### config.mk
export PLATFORM = sky130hd
export DESIGN_NAME = pipe_mdu
export DESIGN_NICKNAME = d
export VERILOG_FILES = /design/src/rtl/pipe_mdu.sv
export SDC_FILE = /design/constraint.sdc
export NUM_CORES = 1
export LEC_CHECK = 0
export BUFFER_PORTS_ARGS = -buffer_cell sky130_fd_sc_hd__buf_2
export CORE_UTILIZATION = 33
export CTS_CLUSTER_SIZE = 8
export DETAILED_ROUTE_END_ITERATION = 10
export GPL_TIMING_DRIVEN = 1
export PLACE_DENSITY_LB_ADDON = 0.25
export SYNTH_ARGS = -nofsm -noshare
export SYNTH_HDL_FRONTEND = slang
export SYNTH_SLANG_ARGS = --single-unit
### constraint.sdc
create_clock -name clk -period 8.95 [get_ports clk]
set_clock_uncertainty 0.2 [all_clocks]
set_input_delay 1.79 -clock clk [delete_from_list [all_inputs] [get_ports clk]]
set_output_delay 1.79 -clock clk [all_outputs]
set_load 0.02 [all_outputs]
### src/rtl/pipe_mdu.sv
// pipe_mdu: iterative multiply/divide unit with architectural HI/LO registers.
//
// The unit sits beside the EX-stage ALU and takes operands after forwarding.
// MULT/MULTU use a radix-2 shift-add loop. DIV/DIVU use a restoring radix-2
// shift-subtract loop. Both work on operand magnitudes, and a FIX cycle then
// applies the sign correction. MTHI/MTLO write HI/LO directly from IDLE.
//
// Parameters:
//   WIDTH  operand / HI / LO width (>= 4)
//   CNT_W  iteration counter width, 2**CNT_W > WIDTH
//
// Ports:
//   clk       rising-edge clock
//   reset     asynchronous active-low reset
//   i_start   start request, sampled only in IDLE
//   i_op      000 MULT, 001 MULTU, 010 DIV, 011 DIVU, 100 MTHI, 101 MTLO
//   i_data_1  rs: multiplicand / dividend / MTHI-MTLO source
//   i_data_2  rt: multiplier / divisor
//   i_flush   cancel in-flight op; also blocks a start in IDLE
//   o_busy    registered, high whenever state != IDLE
//   o_done    one-cycle pulse when HI/LO take a MULT/DIV result
//   o_hi      HI register
//   o_lo      LO register
//
// Optional feature: define MDU_EARLY_OUT_EN to let a multiply leave CALC as
// soon as the remaining multiplier bits are all zero. Divide timing is the
// same in both builds.

module pipe_mdu #(
    parameter int WIDTH = 32,
    parameter int CNT_W = 6
) (
    input  logic             clk,
    input  logic             reset,
    input  logic             i_start,
    input  logic [2:0]       i_op,
    input  logic [WIDTH-1:0] i_data_1,
    input  logic [WIDTH-1:0] i_data_2,
    input  logic             i_flush,
    output logic             o_busy,
    output logic             o_done,
    output logic [WIDTH-1:0] o_hi,
    output logic [WIDTH-1:0] o_lo
);

    localparam logic [2:0] OP_MULT  = 3'b000;
    localparam logic [2:0] OP_MULTU = 3'b001;
    localparam logic [2:0] OP_DIV   = 3'b010;
    localparam logic [2:0] OP_DIVU  = 3'b011;
    localparam logic [2:0] OP_MTHI  = 3'b100;
    localparam logic [2:0] OP_MTLO  = 3'b101;

    typedef enum logic [1:0] {S_IDLE, S_CALC, S_FIX} state_t;

    state_t               state_q, state_d;
    logic [CNT_W-1:0]     cnt_q, cnt_d;
    // Multiply: running product. Divide: {remainder, dividend/quotient}.
    logic [2*WIDTH-1:0]   acc_q, acc_d;
    // Multiplicand, shifted left once per step.
    logic [2*WIDTH-1:0]   mc_q, mc_d;
    // Multiply: multiplier, shifted right once per step. Divide: divisor.
    logic [WIDTH-1:0]     b_q, b_d;
    logic                 div_q, div_d;
    logic                 qneg_q, qneg_d;   // product or quotient is negative
    logic                 rneg_q, rneg_d;   // remainder is negative
    logic                 busy_q, busy_d;
    logic                 done_q, done_d;
    logic [WIDTH-1:0]     hi_q, hi_d;
    logic [WIDTH-1:0]     lo_q, lo_d;

    // Operand magnitudes. An odd opcode LSB means unsigned.
    logic             sgn_op, s1, s2;
    logic [WIDTH-1:0] abs1, abs2;
    assign sgn_op = ~i_op[0];
    assign s1     = sgn_op & i_data_1[WIDTH-1];
    assign s2     = sgn_op & i_data_2[WIDTH-1];
    assign abs1   = s1 ? (~i_data_1 + 1'b1) : i_data_1;
    assign abs2   = s2 ? (~i_data_2 + 1'b1) : i_data_2;

    // Multiply step: add the shifted multiplicand when the current multiplier bit is set.
    logic [2*WIDTH-1:0] madd;
    assign madd = acc_q + (b_q[0] ? mc_q : '0);

    // Restoring divide step. The partial remainder is shifted left and takes in
    // the next dividend bit. The divisor is subtracted only if that gives no borrow.
    logic [WIDTH:0] rs, df;
    assign rs = {acc_q[2*WIDTH-1:WIDTH], acc_q[WIDTH-1]};
    assign df = rs - {1'b0, b_q};

    logic last_step, mul_last;
    assign last_step = (cnt_q == CNT_W'(WIDTH - 1));
`ifdef MDU_EARLY_OUT_EN
    // Stop once no multiplier bits remain to be consumed after this step.
    assign mul_last = last_step || (b_q[WIDTH-1:1] == '0);
`else
    assign mul_last = last_step;
`endif

    // Sign correction applied in FIX.
    logic [WIDTH-1:0]   q_raw, r_raw;
    logic [2*WIDTH-1:0] prod_fix;
    logic [WIDTH-1:0]   q_fix, r_fix;
    assign q_raw    = acc_q[WIDTH-1:0];
    assign r_raw    = acc_q[2*WIDTH-1:WIDTH];
    assign prod_fix = qneg_q ? (~acc_q + 1'b1) : acc_q;
    assign q_fix    = qneg_q ? (~q_raw + 1'b1) : q_raw;
    assign r_fix    = rneg_q ? (~r_raw + 1'b1) : r_raw;

    always_comb begin
        state_d = state_q;
        cnt_d   = cnt_q;
        acc_d   = acc_q;
        mc_d    = mc_q;
        b_d     = b_q;
        div_d   = div_q;
        qneg_d  = qneg_q;
        rneg_d  = rneg_q;
        hi_d    = hi_q;
        lo_d    = lo_q;
        done_d  = 1'b0;

        unique case (state_q)
            S_IDLE: begin
                if (i_start && !i_flush) begin
                    case (i_op)
                        OP_MTHI: hi_d = i_data_1;
                        OP_MTLO: lo_d = i_data_1;
                        OP_MULT, OP_MULTU: begin
                            div_d   = 1'b0;
                            qneg_d  = s1 ^ s2;
                            rneg_d  = 1'b0;
                            cnt_d   = '0;
                            acc_d   = '0;
                            mc_d    = {{WIDTH{1'b0}}, abs1};
                            b_d     = abs2;
                            state_d = S_CALC;
                        end
                        OP_DIV, OP_DIVU: begin
                            div_d = 1'b1;
                            cnt_d = '0;
                            b_d   = abs2;
                            if (i_data_2 == '0) begin
                                // Divide by zero: preload the final HI/LO and skip
                                // CALC. Sign correction is turned off.
                                acc_d   = {i_data_1, {WIDTH{1'b1}}};
                                qneg_d  = 1'b0;
                                rneg_d  = 1'b0;
                                state_d = S_FIX;
                            end else begin
                                acc_d   = {{WIDTH{1'b0}}, abs1};
                                qneg_d  = s1 ^ s2;
                                rneg_d  = s1;
                                state_d = S_CALC;
                            end
                        end
                        default: ;
                    endcase
                end
            end

            S_CALC: begin
                if (i_flush) begin
                    state_d = S_IDLE;
                end else begin
                    cnt_d = cnt_q + 1'b1;
                    if (div_q) begin
                        if (df[WIDTH])
                            acc_d = {rs[WIDTH-1:0], acc_q[WIDTH-2:0], 1'b0};
                        else
                            acc_d = {df[WIDTH-1:0], acc_q[WIDTH-2:0], 1'b1};
                        if (last_step) state_d = S_FIX;
                    end else begin
                        acc_d = madd;
                        mc_d  = mc_q << 1;
                        b_d   = b_q >> 1;
                        if (mul_last) state_d = S_FIX;
                    end
                end
            end

            S_FIX: begin
                state_d = S_IDLE;
                if (!i_flush) begin
                    done_d = 1'b1;
                    if (div_q) begin
                        hi_d = r_fix;
                        lo_d = q_fix;
                    end else begin
                        hi_d = prod_fix[2*WIDTH-1:WIDTH];
                        lo_d = prod_fix[WIDTH-1:0];
                    end
                end
            end

            default: state_d = S_IDLE;
        endcase

        busy_d = (state_d != S_IDLE);
    end

    always_ff @(posedge clk or negedge reset) begin
        if (!reset) begin
            state_q <= S_IDLE;
            cnt_q   <= '0;
            acc_q   <= '0;
            mc_q    <= '0;
            b_q     <= '0;
            div_q   <= 1'b0;
            qneg_q  <= 1'b0;
            rneg_q  <= 1'b0;
            busy_q  <= 1'b0;
            done_q  <= 1'b0;
            hi_q    <= '0;
            lo_q    <= '0;
        end else begin
            state_q <= state_d;
            cnt_q   <= cnt_d;
            acc_q   <= acc_d;
            mc_q    <= mc_d;
            b_q     <= b_d;
            div_q   <= div_d;
            qneg_q  <= qneg_d;
            rneg_q  <= rneg_d;
            busy_q  <= busy_d;
            done_q  <= done_d;
            hi_q    <= hi_d;
            lo_q    <= lo_d;
        end
    end

    assign o_busy = busy_q;
    assign o_done = done_q;
    assign o_hi   = hi_q;
    assign o_lo   = lo_q;

endmodule
==> out/metrics.yaml <==
status: "complete, no violations"
async_reset_ff_share_pct: 100
core-area_sq_um: 60200
wire_per_inst_um: 23.1
whs_ps: 271
fin_tns_setup_ps: 0
leakage_nw: 9.75
drive_gt1_share_pct: 9.41
chipWidth_um: 249
antenna_left: 0
path_class: "primary input to register"
ys_ff_latch: 237
cts_made_buffers: 36
drt-met1-wl_um: 35700
cp_data_arrival_time_ps: 5530
die_y_um: 249
required_ps: 9270
grt_pass1_wl_um: 123000
yosysWarnings: 0
wl_met3_um: 6820
synthCells: 2703
worst_pin_slew_ps: 1160
gr-total-overflow: 0
synth_ff_type: "dfrtp_1"
critPathCaptureType: "register"
first_global_vias: 19300
p_per_area_nw_per_um2: 267
nFillCells: 6329
placedCellCount: 3486
finalCritPeriodShare_pct: 58.2
cts_setup_buffers: 0
multi_input_area_sq_um: 13300
drv_slew: 0
num_rows: 90
fin_nets: 2915
final_util_pct: 37.2
cts_resized: 0
highest_layer: "met4"
setup_viol: 0
finalWeightedCongestion: 0.968
area.growth.synth_to_final_pct: 11.5
drt_pass1_iterations: 7
cts_root_buffer: "clkbuf_16"
synth_top_area_cell: "dfrtp_1"
io_buffers: 136
cap_violations: 0
critPathMaxFanout: 31
pin_count: 137
clock_sinks: 237
num_vias: 20400
final_common_cell: "nand2_1"
timing.final.hold_violations: 0
clk_pin_slew_ps: 50
first_iter_violations: 2060
cts_tree: "built"
holdBufCountCts: 0
htree_num_levels: 2
syn_avg_cell_area_sq_um: 7.43
dp_hpwl_um: 61000
syn-num-nets: 2876
syn_area_sq_um: 20100
finalNonFillerCells: 3535
initial_utilization_pct: 33.4
wl_um: 81600
dieArea_sq_um: 61900
vias_per_cell: 5.76
synth_area_leaders: "dfrtp_1, a21oi_1, o21ai_0"
synth.distinct_cells: 80
antenna_found_initial: 0
synth_seq_area_share_pct: 29.5
regArea_sq_um: 5930
clkLatencyLatePin_ps: 580
grt_max_degree: 129
max_freq_mhz: 192
synth_top_cell_area_share_pct: 29.5
rsz0062_at_grt: "no"
route.detailed.drc: 0
ir_worst_vdd_v: 0.000141
synth_edf_count: 0
clock_path_buffers: 3
hp-class: "register to register"
max_slew_margin_pct: 22.8
wl_met2_um: 36100
final_cell_mix: "nand2_1, a21oi_1, nor2_1, o21ai_0, dfrtp_1"
worstSetupStartpointType: "primary input"
fin_crit_ps: 5210
grt_usage_pct: 25.9
flip-flops by register name, summed over array words and instances (netlist names), 2 cells and up:
register	cells
acc_q	64
mc_q	64
b_q	32
o_hi	32
o_lo	32
cnt_q	6
state_q	2
per-stage QoR:
stage | setup WS [ps] | area [sq um] | power (mW)
floorplan | 4300 | 20100 | 3.57
global route | 3450 | 22400 | 6.35
finish | 3740 | 22400 | 5.99
global placement | 3260 | 21400 | 4.62
detailed placement | 3190 | 21400 | 4.64
CTS | 3800 | 22400 | 5.96
synth_stat cells (21+ instances only):
cell type / count
a21oi_1: 333
nor3_1: 36
a21o_1: 55
xor2_1: 89
a211oi_1: 21
clkbuf_1: 143
xnor2_1: 112
nand4_1: 27
nand3_1: 43
mux2i_1: 22
ha_1: 100
nand2_1: 380
a221oi_1: 25
inv_1: 65
dfrtp_1: 237
o21ai_0: 292
o31ai_1: 61
or3_1: 26
and2_1: 67
nor2_1: 297
logic make-up (layout without fill, tap and decap cells):
| group | Yosys count | in the layout | share of synthesized area, % |
|---|---|---|---|
| AND/OR/NAND/NOR | 987 | 987 | 22.4 |
| AO/OA/AOI/OAI | 912 | 912 | 26.8 |
| flip-flops | 237 | 237 | 29.5 |
| buffers and inverters | 234 | 282 | 4.56 |
| XOR/XNOR | 202 | 202 | 8.84 |
| adder cells (fa/ha/maj) | 102 | 102 | 6.43 |
| multiplexers | 29 | 29 | 1.49 |
| other | 0 | 2 | 0 |
per-layer routing:
metal	vias up	GRT usage, %
met5	-	0
met4	0	9.02
met3	174	4.70
met2	803	40.9
met1	9725	35.4
li1	9653	-
final timing paths:
check / startpoint / end / slack, ps / cells after the start
min: o_hi[24]$_DFFE_PN0P_ / o_hi[24]$_DFFE_PN0P_ / 270 / 2
max: i_data_2[17] / acc_q[61]$_DFFE_PN0P_ / 3740 / 12
max in group asynchronous: reset / mc_q[34]$_DFFE_PN0P_ / 5970 / 2
min in group asynchronous: reset / o_hi[20]$_DFFE_PN0P_ / 1060 / 1
max reg2reg: b_q[0]$_DFFE_PN0P_ / acc_q[60]$_DFFE_PN0P_ / 3830 / 15
min reg2reg: o_hi[24]$_DFFE_PN0P_ / o_hi[24]$_DFFE_PN0P_ / 270 / 2
layout make-up:
type | count | area share, %
multi-input cells | 2232 | 59.4
inverters | 67 | 1.12
clock inverters | 4 | 0.223
flip-flops and latches | 237 | 26.5
diodes | 2 | 0.0223
well taps | 782 | 4.37
clock buffers | 43 | 4.23
repair buffers | 168 | 4.15
critical path: stages:
cell	delay [ps]
buf_2	120
or4_1	560
or3_1	380
nor3_2	170
or4b_1	540
nor4b_2	530
inv_2	450
nor2_4	470
a221o_1	220
a21oi_1	50
o21ai_0	100
o22a_1	140
where the power goes:
part / leakage [nW] / internal [mW] / total, mW / switching, mW
Clock: 0.489 / 0.742 / 1.29 / 0.553
Sequential: 3.03 / 1.31 / 1.72 / 0.407
Combinational: 6.23 / 1.08 / 2.98 / 1.90
Total: 9.75 / 3.14 / 5.99 / 2.86
No activity file was read; power rests on OpenSTA's default activity.
